$ cat config.mk
export PLATFORM = sky130hd
export DESIGN_NAME = ctrl_pipe_flat
export DESIGN_NICKNAME = d
export VERILOG_FILES = /design/src/rtl/ctrl_pipe_pkg.sv /design/src/rtl/ctrl_pipe_if.sv /design/src/rtl/ctrl_pipe_hazard_unit.sv /design/src/rtl/ctrl_pipe.sv /design/src/flat_wrapper.sv
export SDC_FILE = /design/constraint.sdc
export NUM_CORES = 1
export LEC_CHECK = 0
export CORE_MARGIN = 2
export CORE_UTILIZATION = 53
export CTS_BUF_LIST = sky130_fd_sc_hd__clkbuf_8
export DETAILED_ROUTE_END_ITERATION = 6
export HOLD_SLACK_MARGIN = 0.12
export PLACE_DENSITY = 0.95
export RECOVER_POWER = 25
export SYNTH_ARGS = -nofsm -noshare
export SYNTH_HDL_FRONTEND = slang
export SYNTH_HIERARCHICAL = 1
export SYNTH_SLANG_ARGS = --single-unit
$ cat constraint.sdc
create_clock -name clk -period 8.9 [get_ports clk]
set_clock_uncertainty 0.15 [all_clocks]
set_input_delay 1.78 -clock clk [delete_from_list [all_inputs] [get_ports clk]]
set_output_delay 1.78 -clock clk [all_outputs]
set_load 0.02 [all_outputs]
$ cat src/rtl/ctrl_pipe_pkg.sv
// ctrl_pipe_pkg: shared types and encodings for the control pipeline.
//   ctrl_t       - decoded control bundle as it travels down the pipeline
//   CTRL_BUBBLE  - all-zero bundle inserted on stall, flush or reset
//   alu_op_t     - ALU operation encodings carried in the bundle
//   fwd_sel_t    - operand forward-select encodings
//   fwd_select() - forwarding priority rule shared by both ALU operands
package ctrl_pipe_pkg;

  typedef enum logic [2:0] {
    ALUOP_ADD   = 3'b000,
    ALUOP_SUB   = 3'b001,
    ALUOP_RTYPE = 3'b010,
    ALUOP_OR    = 3'b011,
    ALUOP_SLT   = 3'b100,
    ALUOP_JUMP  = 3'b111
  } alu_op_t;

  // Field order matches the flat ID-stage bundle, MSB first.
  typedef struct packed {
    logic    reg_dst;
    logic    mem_read;
    logic    memto_reg;
    logic    mem_write;
    logic    alu_src;
    logic    reg_write;
    logic    beq;
    logic    bne;
    alu_op_t alu_op;
  } ctrl_t;

  localparam int    CTRL_W      = $bits(ctrl_t);
  localparam ctrl_t CTRL_BUBBLE = '0;

  typedef enum logic [1:0] {
    FWD_NONE = 2'b00,
    FWD_WB   = 2'b01,
    FWD_MEM  = 2'b10
  } fwd_sel_t;

  // The younger result (MEM) wins over the older one (WB); $0 is never forwarded.
  function automatic fwd_sel_t fwd_select(input logic       mem_reg_write,
                                          input logic [4:0] mem_wreg,
                                          input logic       wb_reg_write,
                                          input logic [4:0] wb_wreg,
                                          input logic [4:0] src);
    fwd_sel_t sel;
    sel = FWD_NONE;
    if (mem_reg_write && (mem_wreg != 5'd0) && (mem_wreg == src))
      sel = FWD_MEM;
    else if (wb_reg_write && (wb_wreg != 5'd0) && (wb_wreg == src))
      sel = FWD_WB;
    return sel;
  endfunction

endpackage

$ cat src/rtl/ctrl_pipe_if.sv
// ctrl_pipe_if: bundles every ctrl_pipe signal except clock and reset.
//   ID side   : id_ctrl, id_rs, id_rt, id_rd, ex_zero        (master -> slave)
//   EX side   : ex_ALUOp, ex_ALUSrc, ex_rs, ex_rt            (slave -> master)
//   MEM/WB    : mem_memRead, mem_memWrite, wb_regWrite,
//               wb_memtoReg, wb_wreg                         (slave -> master)
//   hazards   : stall, flush, fwd_a, fwd_b,
//               stall_cnt, flush_cnt                         (slave -> master)
// The slave modport is the pipeline itself; the master is whoever feeds it.
interface ctrl_pipe_if;
  import ctrl_pipe_pkg::*;

  logic [CTRL_W-1:0] id_ctrl;
  logic [4:0]        id_rs;
  logic [4:0]        id_rt;
  logic [4:0]        id_rd;
  logic              ex_zero;

  logic [2:0]        ex_ALUOp;
  logic              ex_ALUSrc;
  logic [4:0]        ex_rs;
  logic [4:0]        ex_rt;

  logic              mem_memRead;
  logic              mem_memWrite;
  logic              wb_regWrite;
  logic              wb_memtoReg;
  logic [4:0]        wb_wreg;

  logic              stall;
  logic              flush;
  logic [1:0]        fwd_a;
  logic [1:0]        fwd_b;
  logic [15:0]       stall_cnt;
  logic [15:0]       flush_cnt;

  modport master (
    output id_ctrl, id_rs, id_rt, id_rd, ex_zero,
    input  ex_ALUOp, ex_ALUSrc, ex_rs, ex_rt,
    input  mem_memRead, mem_memWrite, wb_regWrite, wb_memtoReg, wb_wreg,
    input  stall, flush, fwd_a, fwd_b, stall_cnt, flush_cnt
  );

  modport slave (
    input  id_ctrl, id_rs, id_rt, id_rd, ex_zero,
    output ex_ALUOp, ex_ALUSrc, ex_rs, ex_rt,
    output mem_memRead, mem_memWrite, wb_regWrite, wb_memtoReg, wb_wreg,
    output stall, flush, fwd_a, fwd_b, stall_cnt, flush_cnt
  );

endinterface

$ cat src/rtl/ctrl_pipe_hazard_unit.sv
// hazard_unit: purely combinational load-use, branch and forwarding logic.
//   inputs : EX-stage bundle bits and specifiers, ID-stage specifiers,
//            ALU zero flag, MEM/WB write-enable and destination register
//   outputs: stall, flush (flush has priority), fwd_a, fwd_b
module hazard_unit
  import ctrl_pipe_pkg::*;
(
  input  logic       ex_mem_read,
  input  logic       ex_beq,
  input  logic       ex_bne,
  input  logic       ex_zero,
  input  logic [4:0] ex_rs,
  input  logic [4:0] ex_rt,
  input  logic [4:0] id_rs,
  input  logic [4:0] id_rt,
  input  logic       mem_reg_write,
  input  logic [4:0] mem_wreg,
  input  logic       wb_reg_write,
  input  logic [4:0] wb_wreg,
  output logic       stall,
  output logic       flush,
  output fwd_sel_t   fwd_a,
  output fwd_sel_t   fwd_b
);

  // A taken branch squashes the ID instruction anyway, so a load-use stall
  // raised in the same cycle is dropped rather than counted.
  always_comb begin
    logic load_use;
    logic take;
    load_use = ex_mem_read && (ex_rt != 5'd0) &&
               ((ex_rt == id_rs) || (ex_rt == id_rt));
    take     = (ex_beq && ex_zero) || (ex_bne && !ex_zero);
    flush    = take;
    stall    = load_use && !take;
    fwd_a    = fwd_select(mem_reg_write, mem_wreg, wb_reg_write, wb_wreg, ex_rs);
    fwd_b    = fwd_select(mem_reg_write, mem_wreg, wb_reg_write, wb_wreg, ex_rt);
  end

endmodule

$ cat src/rtl/ctrl_pipe.sv
// ctrl_pipe: ID/EX, EX/MEM and MEM/WB control registers for a 5-stage pipe.
//   clk, rst_n : rising-edge clock, asynchronous active-low reset
//   bus        : ctrl_pipe_if slave - ID-stage bundle and specifiers in,
//                EX/MEM/WB controls, hazard/forward selects and counters out
// Only the bundle fields a later stage consumes are carried past EX.
module ctrl_pipe
  import ctrl_pipe_pkg::*;
(
  input  logic         clk,
  input  logic         rst_n,
  ctrl_pipe_if.slave   bus
);

  ctrl_t       id_bundle;
  ctrl_t       ex_ctrl;
  logic [4:0]  ex_rs;
  logic [4:0]  ex_rt;
  logic [4:0]  ex_rd;
  logic [4:0]  ex_wreg;

  logic        mem_mem_read;
  logic        mem_mem_write;
  logic        mem_reg_write;
  logic        mem_memto_reg;
  logic [4:0]  mem_wreg;

  logic        wb_reg_write;
  logic        wb_memto_reg;
  logic [4:0]  wb_wreg;

  logic        stall_w;
  logic        flush_w;
  fwd_sel_t    fwd_a_w;
  fwd_sel_t    fwd_b_w;
  logic [15:0] stall_cnt;
  logic [15:0] flush_cnt;

  assign id_bundle = ctrl_t'(bus.id_ctrl);
  assign ex_wreg   = ex_ctrl.reg_dst ? ex_rd : ex_rt;

  hazard_unit u_hazard (
    .ex_mem_read   (ex_ctrl.mem_read),
    .ex_beq        (ex_ctrl.beq),
    .ex_bne        (ex_ctrl.bne),
    .ex_zero       (bus.ex_zero),
    .ex_rs         (ex_rs),
    .ex_rt         (ex_rt),
    .id_rs         (bus.id_rs),
    .id_rt         (bus.id_rt),
    .mem_reg_write (mem_reg_write),
    .mem_wreg      (mem_wreg),
    .wb_reg_write  (wb_reg_write),
    .wb_wreg       (wb_wreg),
    .stall         (stall_w),
    .flush         (flush_w),
    .fwd_a         (fwd_a_w),
    .fwd_b         (fwd_b_w)
  );

  // ID/EX: a stall or flush injects a fully zeroed bubble so stale
  // specifiers cannot trigger forwarding or load-use matches later.
  always_ff @(posedge clk or negedge rst_n) begin
    if (!rst_n) begin
      ex_ctrl <= CTRL_BUBBLE;
      ex_rs   <= '0;
      ex_rt   <= '0;
      ex_rd   <= '0;
    end else if (stall_w || flush_w) begin
      ex_ctrl <= CTRL_BUBBLE;
      ex_rs   <= '0;
      ex_rt   <= '0;
      ex_rd   <= '0;
    end else begin
      ex_ctrl <= id_bundle;
      ex_rs   <= bus.id_rs;
      ex_rt   <= bus.id_rt;
      ex_rd   <= bus.id_rd;
    end
  end

  // EX/MEM and MEM/WB advance unconditionally every cycle.
  always_ff @(posedge clk or negedge rst_n) begin
    if (!rst_n) begin
      mem_mem_read  <= 1'b0;
      mem_mem_write <= 1'b0;
      mem_reg_write <= 1'b0;
      mem_memto_reg <= 1'b0;
      mem_wreg      <= '0;
      wb_reg_write  <= 1'b0;
      wb_memto_reg  <= 1'b0;
      wb_wreg       <= '0;
    end else begin
      mem_mem_read  <= ex_ctrl.mem_read;
      mem_mem_write <= ex_ctrl.mem_write;
      mem_reg_write <= ex_ctrl.reg_write;
      mem_memto_reg <= ex_ctrl.memto_reg;
      mem_wreg      <= ex_wreg;
      wb_reg_write  <= mem_reg_write;
      wb_memto_reg  <= mem_memto_reg;
      wb_wreg       <= mem_wreg;
    end
  end

  // Event counters stick at all-ones instead of wrapping.
  always_ff @(posedge clk or negedge rst_n) begin
    if (!rst_n) begin
      stall_cnt <= '0;
      flush_cnt <= '0;
    end else begin
      if (stall_w && (stall_cnt != 16'hFFFF))
        stall_cnt <= stall_cnt + 16'd1;
      if (flush_w && (flush_cnt != 16'hFFFF))
        flush_cnt <= flush_cnt + 16'd1;
    end
  end

  assign bus.ex_ALUOp     = ex_ctrl.alu_op;
  assign bus.ex_ALUSrc    = ex_ctrl.alu_src;
  assign bus.ex_rs        = ex_rs;
  assign bus.ex_rt        = ex_rt;
  assign bus.mem_memRead  = mem_mem_read;
  assign bus.mem_memWrite = mem_mem_write;
  assign bus.wb_regWrite  = wb_reg_write;
  assign bus.wb_memtoReg  = wb_memto_reg;
  assign bus.wb_wreg      = wb_wreg;
  assign bus.stall        = stall_w;
  assign bus.flush        = flush_w;
  assign bus.fwd_a        = fwd_a_w;
  assign bus.fwd_b        = fwd_b_w;
  assign bus.stall_cnt    = stall_cnt;
  assign bus.flush_cnt    = flush_cnt;

endmodule

$ cat src/flat_wrapper.sv
// flat-port wrapper written by rule: the top's interface ports become plain ports
module ctrl_pipe_flat import ctrl_pipe_pkg::*;
  (clk, rst_n, bus_id_ctrl, bus_id_rs, bus_id_rt, bus_id_rd, bus_ex_zero, bus_ex_ALUOp, bus_ex_ALUSrc, bus_ex_rs, bus_ex_rt, bus_mem_memRead, bus_mem_memWrite, bus_wb_regWrite, bus_wb_memtoReg, bus_wb_wreg, bus_stall, bus_flush, bus_fwd_a, bus_fwd_b, bus_stall_cnt, bus_flush_cnt);
  ctrl_pipe_if bus_i ();
  input  logic clk;
  input  logic rst_n;
  input wire logic [$bits(bus_i.id_ctrl)-1:0] bus_id_ctrl;
  input wire logic [$bits(bus_i.id_rs)-1:0] bus_id_rs;
  input wire logic [$bits(bus_i.id_rt)-1:0] bus_id_rt;
  input wire logic [$bits(bus_i.id_rd)-1:0] bus_id_rd;
  input wire logic [$bits(bus_i.ex_zero)-1:0] bus_ex_zero;
  output wire logic [$bits(bus_i.ex_ALUOp)-1:0] bus_ex_ALUOp;
  output wire logic [$bits(bus_i.ex_ALUSrc)-1:0] bus_ex_ALUSrc;
  output wire logic [$bits(bus_i.ex_rs)-1:0] bus_ex_rs;
  output wire logic [$bits(bus_i.ex_rt)-1:0] bus_ex_rt;
  output wire logic [$bits(bus_i.mem_memRead)-1:0] bus_mem_memRead;
  output wire logic [$bits(bus_i.mem_memWrite)-1:0] bus_mem_memWrite;
  output wire logic [$bits(bus_i.wb_regWrite)-1:0] bus_wb_regWrite;
  output wire logic [$bits(bus_i.wb_memtoReg)-1:0] bus_wb_memtoReg;
  output wire logic [$bits(bus_i.wb_wreg)-1:0] bus_wb_wreg;
  output wire logic [$bits(bus_i.stall)-1:0] bus_stall;
  output wire logic [$bits(bus_i.flush)-1:0] bus_flush;
  output wire logic [$bits(bus_i.fwd_a)-1:0] bus_fwd_a;
  output wire logic [$bits(bus_i.fwd_b)-1:0] bus_fwd_b;
  output wire logic [$bits(bus_i.stall_cnt)-1:0] bus_stall_cnt;
  output wire logic [$bits(bus_i.flush_cnt)-1:0] bus_flush_cnt;
  assign bus_i.id_ctrl = bus_id_ctrl;
  assign bus_i.id_rs = bus_id_rs;
  assign bus_i.id_rt = bus_id_rt;
  assign bus_i.id_rd = bus_id_rd;
  assign bus_i.ex_zero = bus_ex_zero;
  assign bus_ex_ALUOp = bus_i.ex_ALUOp;
  assign bus_ex_ALUSrc = bus_i.ex_ALUSrc;
  assign bus_ex_rs = bus_i.ex_rs;
  assign bus_ex_rt = bus_i.ex_rt;
  assign bus_mem_memRead = bus_i.mem_memRead;
  assign bus_mem_memWrite = bus_i.mem_memWrite;
  assign bus_wb_regWrite = bus_i.wb_regWrite;
  assign bus_wb_memtoReg = bus_i.wb_memtoReg;
  assign bus_wb_wreg = bus_i.wb_wreg;
  assign bus_stall = bus_i.stall;
  assign bus_flush = bus_i.flush;
  assign bus_fwd_a = bus_i.fwd_a;
  assign bus_fwd_b = bus_i.fwd_b;
  assign bus_stall_cnt = bus_i.stall_cnt;
  assign bus_flush_cnt = bus_i.flush_cnt;
  ctrl_pipe u_core (.clk(clk), .rst_n(rst_n), .bus(bus_i));
endmodule
==> results.md, run 1 <==
* Distinct cells, synth at 33
* Non-filler cells in the finished layout at 446
* Final nets at 397
* Detailed Place HPWL at 4.82 mm
* Failing checks: capacitance limit, slew limit
* Cell leakage power at 1.88 nW
* Number of synthesized register bits at 74
* Min Hold Slack at 203 ps
* First-pass GRT wire length at 10.7 mm
* Internal at 597 uW
* Post-cts sizing count at 0
* Initial DRC count at 129
* DR pass1 iterations at 4
* GPL Wtd Cong at 0.849
* Drt wl/cell at 15.0 um
* Placement Cell Area at 4200 um2
* Vias per cell at 5.31
* CTS root buf: clkbuf_8
* CTS Buf Count at 9
* Gr ovfl total at 0
* RSZ-0062 raised after global routing: no
* Die Span X at 82.4 um
* Fill cells at 428
* Setup crit end kind: output pin
* RR Endpoint: u_core/bus.stall_cnt[14]
* Post-synth EDFFs at 0
* Placed Cells at 429
* Final wirelength at 6.68 mm
* Hold Violations, Final at 0
* Asr flop ratio synth at 100%
* Skew-Pair Late Insertion Delay at 320 ps
* Slew margin rel. at -151%
* Least-Margin Pin Slew at 3760 ps
* CP endpoint: bus_stall
* Worst r2r path cells at 9
* Die Y at 82.4 um
* Cell count of the worst hold path at 0
* # hold bufs at CTS at 0
* YS warnings at 6
* Layout cells sized above 1 at 9.70%
* Outcome: complete, but fails checks
* Final Max Tran Viols at 75
* Power Density at 200 nW/um2
* Vias in the first global route at 2,265
* Syn Nets at 305
* Biggest registers after layout: u_core/bus.flush_cnt: 16 flops, u_core/bus.stall_cnt: 16 flops, u_core/ex_ctrl: 7 flops
* H-tree depth at 3
* Sequential power share at 49.3%
* Core Region at 5920 um2
* CP arrival at 3980 ps
* Sw Ratio at 31.7%
* RR Startpoint: u_core/bus.ex_rt[3]
* Drt drc at 0
* Comb power frac at 25.5%
* Starting density of the core at 55.1%
* Max FO, Critical Path at 5
* Share of the synthesized area in the top cell type at 56.8%
* Fmax at 169 MHz
* Sequential area share after synthesis at 56.8%
* Biggest area consumer among synthesized cells: dfrtp_1
* Area Overhead vs Synth at 34.2%
* Prevailing post-synth register cell: dfrtp_1
* Most frequent cells after synthesis: 74 x dfrtp_1, 30 x xor2_1, 27 x xnor2_1
* Initial antenna violation count at 0
* Hold path start: u_core/mem_memto_reg
* WP data required at 6970 ps
* Min Clock Period, post-route at 5910 ps
* Crit share post-route at 66.4%
* FF-to-FF setup slack at 6020 ps
* Vias at 2,370
* CP startpoint: bus_id_rs[1]
* Port Buf Inserts at 89
* Tot GR Track Use at 20.9%
* Register Area at 1850 um2
* Post-route ant nets at 0
* Combined area of the multi-input logic cells at 1350 um2
* Setup violators final at 0
* Clock share of power at 25.1%
* Row cnt at 28
* Largest net degree at the start of global routing at 75
* Post-Syn Instances at 274
* Max Cap Viol at 1
* Clock transition at the registers of the reported paths at 70 ps
* Netlist Area Pre-Place at 3260 um2
* Synth Area per Inst at 11.9 um2
* CTS Sinks at 74
* Top-count cell post-synth: dfrtp_1
* Total die area at 6790 um2
* Hold WC Path Type: flip-flop to flip-flop
* CTS tree: yes
* Largest cells by area after synthesis: dfrtp_1 57%, xor2_1 8.1%, xnor2_1 7.3%, and2_1 5.0%, nand3_1 2.6%
* Fin area at 4380 um2
* Maximum ir drop on the vdd rail at 0.197 mV
* Worst setup path class: input port to output pin
* Post-CTS Setup Bufs at 0
* Sum of negative setup slack at 0 ps
* Ports at 90
* Startpoint Class: input port
* Diodes inserted at 0
* P_sw at 277 uW
* CTS Buffer Depth at 2
critical path, cell delays in order:
cell and delay (ps):
clkdlybuf4s50_1 440, xor2_1 170, nor3_1 230, nand3_1 120, a2111oi_1 410, buf_4 230
clkdlybuf4s50_1 600
metal layers:
metal	vias up	part of all wire [%]	GRT usage (%)
met5	-	0	0
met4	0	0.60	6.17
met3	4	5.6	5.33
met2	75	50	33.5
met1	1181	44	28.0
li1	1110	-	-
cell usage in the layout, fill, tap and decap left out, drive strengths merged, types with 9 or more instances in the layout:
master,instances
and2,26
clkbuf,11
clkdlybuf4s50,88
dfrtp,74
nand2,15
nand3,17
nand4,11
nor2,16
nor3,9
xnor2,27
xor2,30
cells by family after synthesis:
family	after synthesis	share of synthesized area, %
simple gates	109	19.6
flops	74	56.8
xor+xnor	57	15.3
buf+inv	13	1.84
compound gates	12	3.11
mux	7	2.53
fa+ha+maj	2	0.768
worst min path at each step:
| stage | end | slack [ps] |
|---|---|---|
| final | u_core/bus.wb_memtoReg | 200 |
| after floorplan | u_core/bus.mem_memWrite | 180 |
| after detailed placement | u_core/mem_memto_reg | 190 |
| after global routing | u_core/bus.wb_memtoReg | 220 |
| after global placement | u_core/mem_memto_reg | 180 |
| after CTS | u_core/mem_memto_reg | 210 |
cell type report:
type	instances	share of cell area, %
Sequential cell	74	42.3
Multi-Input combinational cell	187	30.8
Timing Repair Buffer	91	20.6
Clock buffer	10	3.15
Tap cell	75	2.14
Clock inverter	6	0.743
Inverter	3	0.257
per-stage QoR:
stage	worst slack, ps	util, %	power (mW)
detailed placement	3030	71.0	0.658
global route	2820	73.9	0.919
finish	2990	73.9	0.873
CTS	2990	73.8	0.879
floorplan	2910	-	0.547
global placement	3060	71.0	0.646
power groups by stage:
stage | clock [mW] | sequential (mW) | combinational (mW)
CTS | 0.226 | 0.430 | 0.223
global route | 0.242 | 0.438 | 0.240
floorplan | 0 | 0.457 | 0.0899
detailed placement | 0 | 0.436 | 0.222
global placement | 0 | 0.433 | 0.213
finish | 0.220 | 0.431 | 0.223
Power figures use the tool's default switching activity.
==> inputs of run 2 (changes only) <==
--- a/config.mk
+++ b/config.mk
@@ -6,11 +6,11 @@
 export NUM_CORES = 1
 export LEC_CHECK = 0
 export CORE_MARGIN = 2
-export CORE_UTILIZATION = 53
+export CORE_UTILIZATION = 45
 export CTS_BUF_LIST = sky130_fd_sc_hd__clkbuf_8
 export DETAILED_ROUTE_END_ITERATION = 6
 export HOLD_SLACK_MARGIN = 0.12
-export PLACE_DENSITY = 0.95
+export PLACE_DENSITY = 0.89
 export RECOVER_POWER = 25
 export SYNTH_ARGS = -nofsm -noshare
 export SYNTH_HDL_FRONTEND = slang
==> constraint.sdc (replaced) <==
create_clock -name clk -period 5.4 [get_ports clk]
set_clock_uncertainty 0.15 [all_clocks]
set_input_delay 1.08 -clock clk [delete_from_list [all_inputs] [get_ports clk]]
set_output_delay 1.08 -clock clk [all_outputs]
set_load 0.02 [all_outputs]
==> run 2 against run 1 <==
- the flow now finishes without violations
- final cell count grew 5.4%
- worst setup slack lost 2000 ps
- global-route usage shrank 2.8 points
- die area grew 17%
- worst hold slack is essentially flat
- via count shrank 0.68%
- critical path depth is the same
- flip-flop and latch count is the same
- critical path type unchanged
- critical endpoint unchanged
- highest routed layer unchanged
==> results.md, run 2 (synthesis results as in run 1) <==
* Core Region at 7140 um2 (+21%)
* WP data required at 4170 ps (-2800 ps)
* Clock transition at the registers of the reported paths at 70 ps (about the same)
* Max FO, Critical Path at 5 (unchanged)
* # hold bufs at CTS at 0 (unchanged)
* Vias per cell at 5.01 (-5.7%)
* Setup violators final at 0 (unchanged)
* Drt drc at 0 (unchanged)
* Die Span X at 89.1 um (+8.1%)
* Worst setup path class: input port to output pin
* Fmax at 225 MHz
* Crit share post-route at 82.4%
* Hold Violations, Final at 0 (unchanged)
* Die Y at 89.1 um (+8.1%)
* Power Density at 338 nW/um2 (+69%)
* Diodes inserted at 0 (unchanged)
* Post-route ant nets at 0 (unchanged)
* Starting density of the core at 45.7% (-9.4 points)
* Sum of negative setup slack at 0 ps (unchanged)
* Commonest non-fill, non-tap cell in the layout: clkdlybuf4s50_1
* Biggest registers after layout: u_core/bus.flush_cnt: 16 flops, u_core/bus.stall_cnt: 16 flops, u_core/ex_ctrl: 7 flops
* CTS Buffer Depth at 2 (unchanged)
* Layout cells sized above 1 at 9.97% (+0.27 points)
* Overall Power at 1.50 mW (+72%)
* Largest net degree at the start of global routing at 75 (unchanged)
* Setup crit end kind: output pin
* CTS Sinks at 74 (unchanged)
* Post-cts sizing count at 0 (unchanged)
* Cell leakage power at 1.89 nW (+0.35%)
* Commonest cells after routing, fill and taps aside: 88 x clkdlybuf4s50_1, 74 x dfrtp_1, 30 x xor2_1, 27 x xnor2_1, 26 x and2_1
* CTS tree: yes
* Maximum ir drop on the vdd rail at 0.256 mV (+30%)
* Tot GR Track Use at 18.1% (-2.8 points)
* Final wirelength at 6.83 mm (+2.3%)
* DR pass1 iterations at 6 (+2)
* Outcome: complete, no violations
* GPL Wtd Cong at 0.798 (-6.0%)
* Area Overhead vs Synth at 36.3%
* RSZ-0062 raised after global routing: no
* Startpoint Class: input port
* Least-Margin Pin Slew at 912 ps (-2850 ps)
* CTS root buf: clkbuf_8
* Ports at 90 (unchanged)
* Slew margin rel. at 39.2% (+190 points)
* Initial DRC count at 116 (-10%)
* Vias in the first global route at 2,323 (+2.6%)
* Min Clock Period, post-route at 4450 ps
* Drt wl/cell at 14.5 um (-3.0%)
* Initial antenna violation count at 0 (unchanged)
* Hold WC Path Type: flip-flop to flip-flop
* Total die area at 7940 um2 (+17%)
* Port Buf Inserts at 89 (unchanged)
* Fill cells at 598 (+40%)
* Max Cap Viol at 0 (-1)
* First-pass GRT wire length at 11.1 mm (+4.3%)
* CTS Buf Count at 9 (unchanged)
* Post-CTS Setup Bufs at 0 (unchanged)
* Detailed Place HPWL at 4.85 mm (+0.66%)
* Final nets at 397 (unchanged)
* H-tree depth at 3 (unchanged)
* Final Max Tran Viols at 0 (-100%)
* Vias at 2,354 (-0.68%)
* Row cnt at 31 (+11%)
* Gr ovfl total at 0 (unchanged)
* Skew-Pair Late Insertion Delay at 340 ps (+20 ps)
* CP arrival at 3220 ps (-760 ps)
==> run 2: cell count changes in the layout (fill, tap and decap cells not counted), sizes merged <==
cell,before,now
buf,2,3
clkinvlp,1,3
bufinv,0,1
clkinv,5,2
clkbuf,11,10
==> run 2: where the power goes <==
part / internal (mW) / switching [mW]
sequential: 0.621 / 0.0849
combinational: 0.186 / 0.179
clock: 0.226 / 0.205
==> run 2: layout make-up <==
class | instances | area, um2 | share of cell area [%]
flip-flops and latches | 74 | 1850 | 41.7
repair buffers | 91 | 903 | 20.3
inverters | 3 | 11.3 | 0.253
well taps | 99 | 124 | 2.79
multi-input cells | 187 | 1350 | 30.4
clock inverters | 6 | 66.3 | 1.49
clock buffers | 10 | 138 | 3.10
==> run 2: through the flow <==
| step | utilization [%] | hold slack, ps | instances | setup slack [ps] | area, um2 |
|---|---|---|---|---|---|
| CTS | 62.3 | 206 | 470 | 918 | 4440 |
| detailed placement | 59.4 | 189 | 454 | 924 | 4240 |
| global placement | 59.4 | 182 | 454 | 947 | 4240 |
| floorplan | - | 181 | 274 | 754 | 3260 |
| finish | 62.3 | 203 | 470 | 948 | 4440 |
| global route | 62.3 | 219 | 470 | 828 | 4440 |
==> run 2: path summary, 6_finish.rpt <==
kind | slack, ps | endpoint | startpoint | depth (start not counted)
setup / recovery | 950 | bus_stall | bus_id_rt[3] | 7
hold / removal | 200 | u_core/bus.mem_memWrite | u_core/ex_ctrl[7] | 0
setup reg to reg | 2630 | u_core/bus.stall_cnt[14] | u_core/bus.ex_rt[3] | 9
hold reg to reg | 200 | u_core/bus.mem_memWrite | u_core/ex_ctrl[7] | 0
max in group asynchronous | 3790 | u_core/bus.stall_cnt[5] | rst_n | 1
min in group asynchronous | 720 | u_core/bus.ex_rs[3] | rst_n | 1
==> run 2: critical path, cell delays in order <==
cell	delay [ps]
clkdlybuf4s50_1	420
xor2_1	150
nor3_1	220
nand3_1	120
a2111oi_1	400
buf_4	220
clkdlybuf4s50_1	610
==> run 2: layer usage <==
layer / track usage [%] / vias to the layer above / routed length (um)
li1: - / 1116 / -
met1: 23.9 / 1151 / 3000
met2: 29.3 / 78 / 3380
met3: 4.25 / 9 / 362
met4: 6.78 / 0 / 91
met5: 0 / - / 0
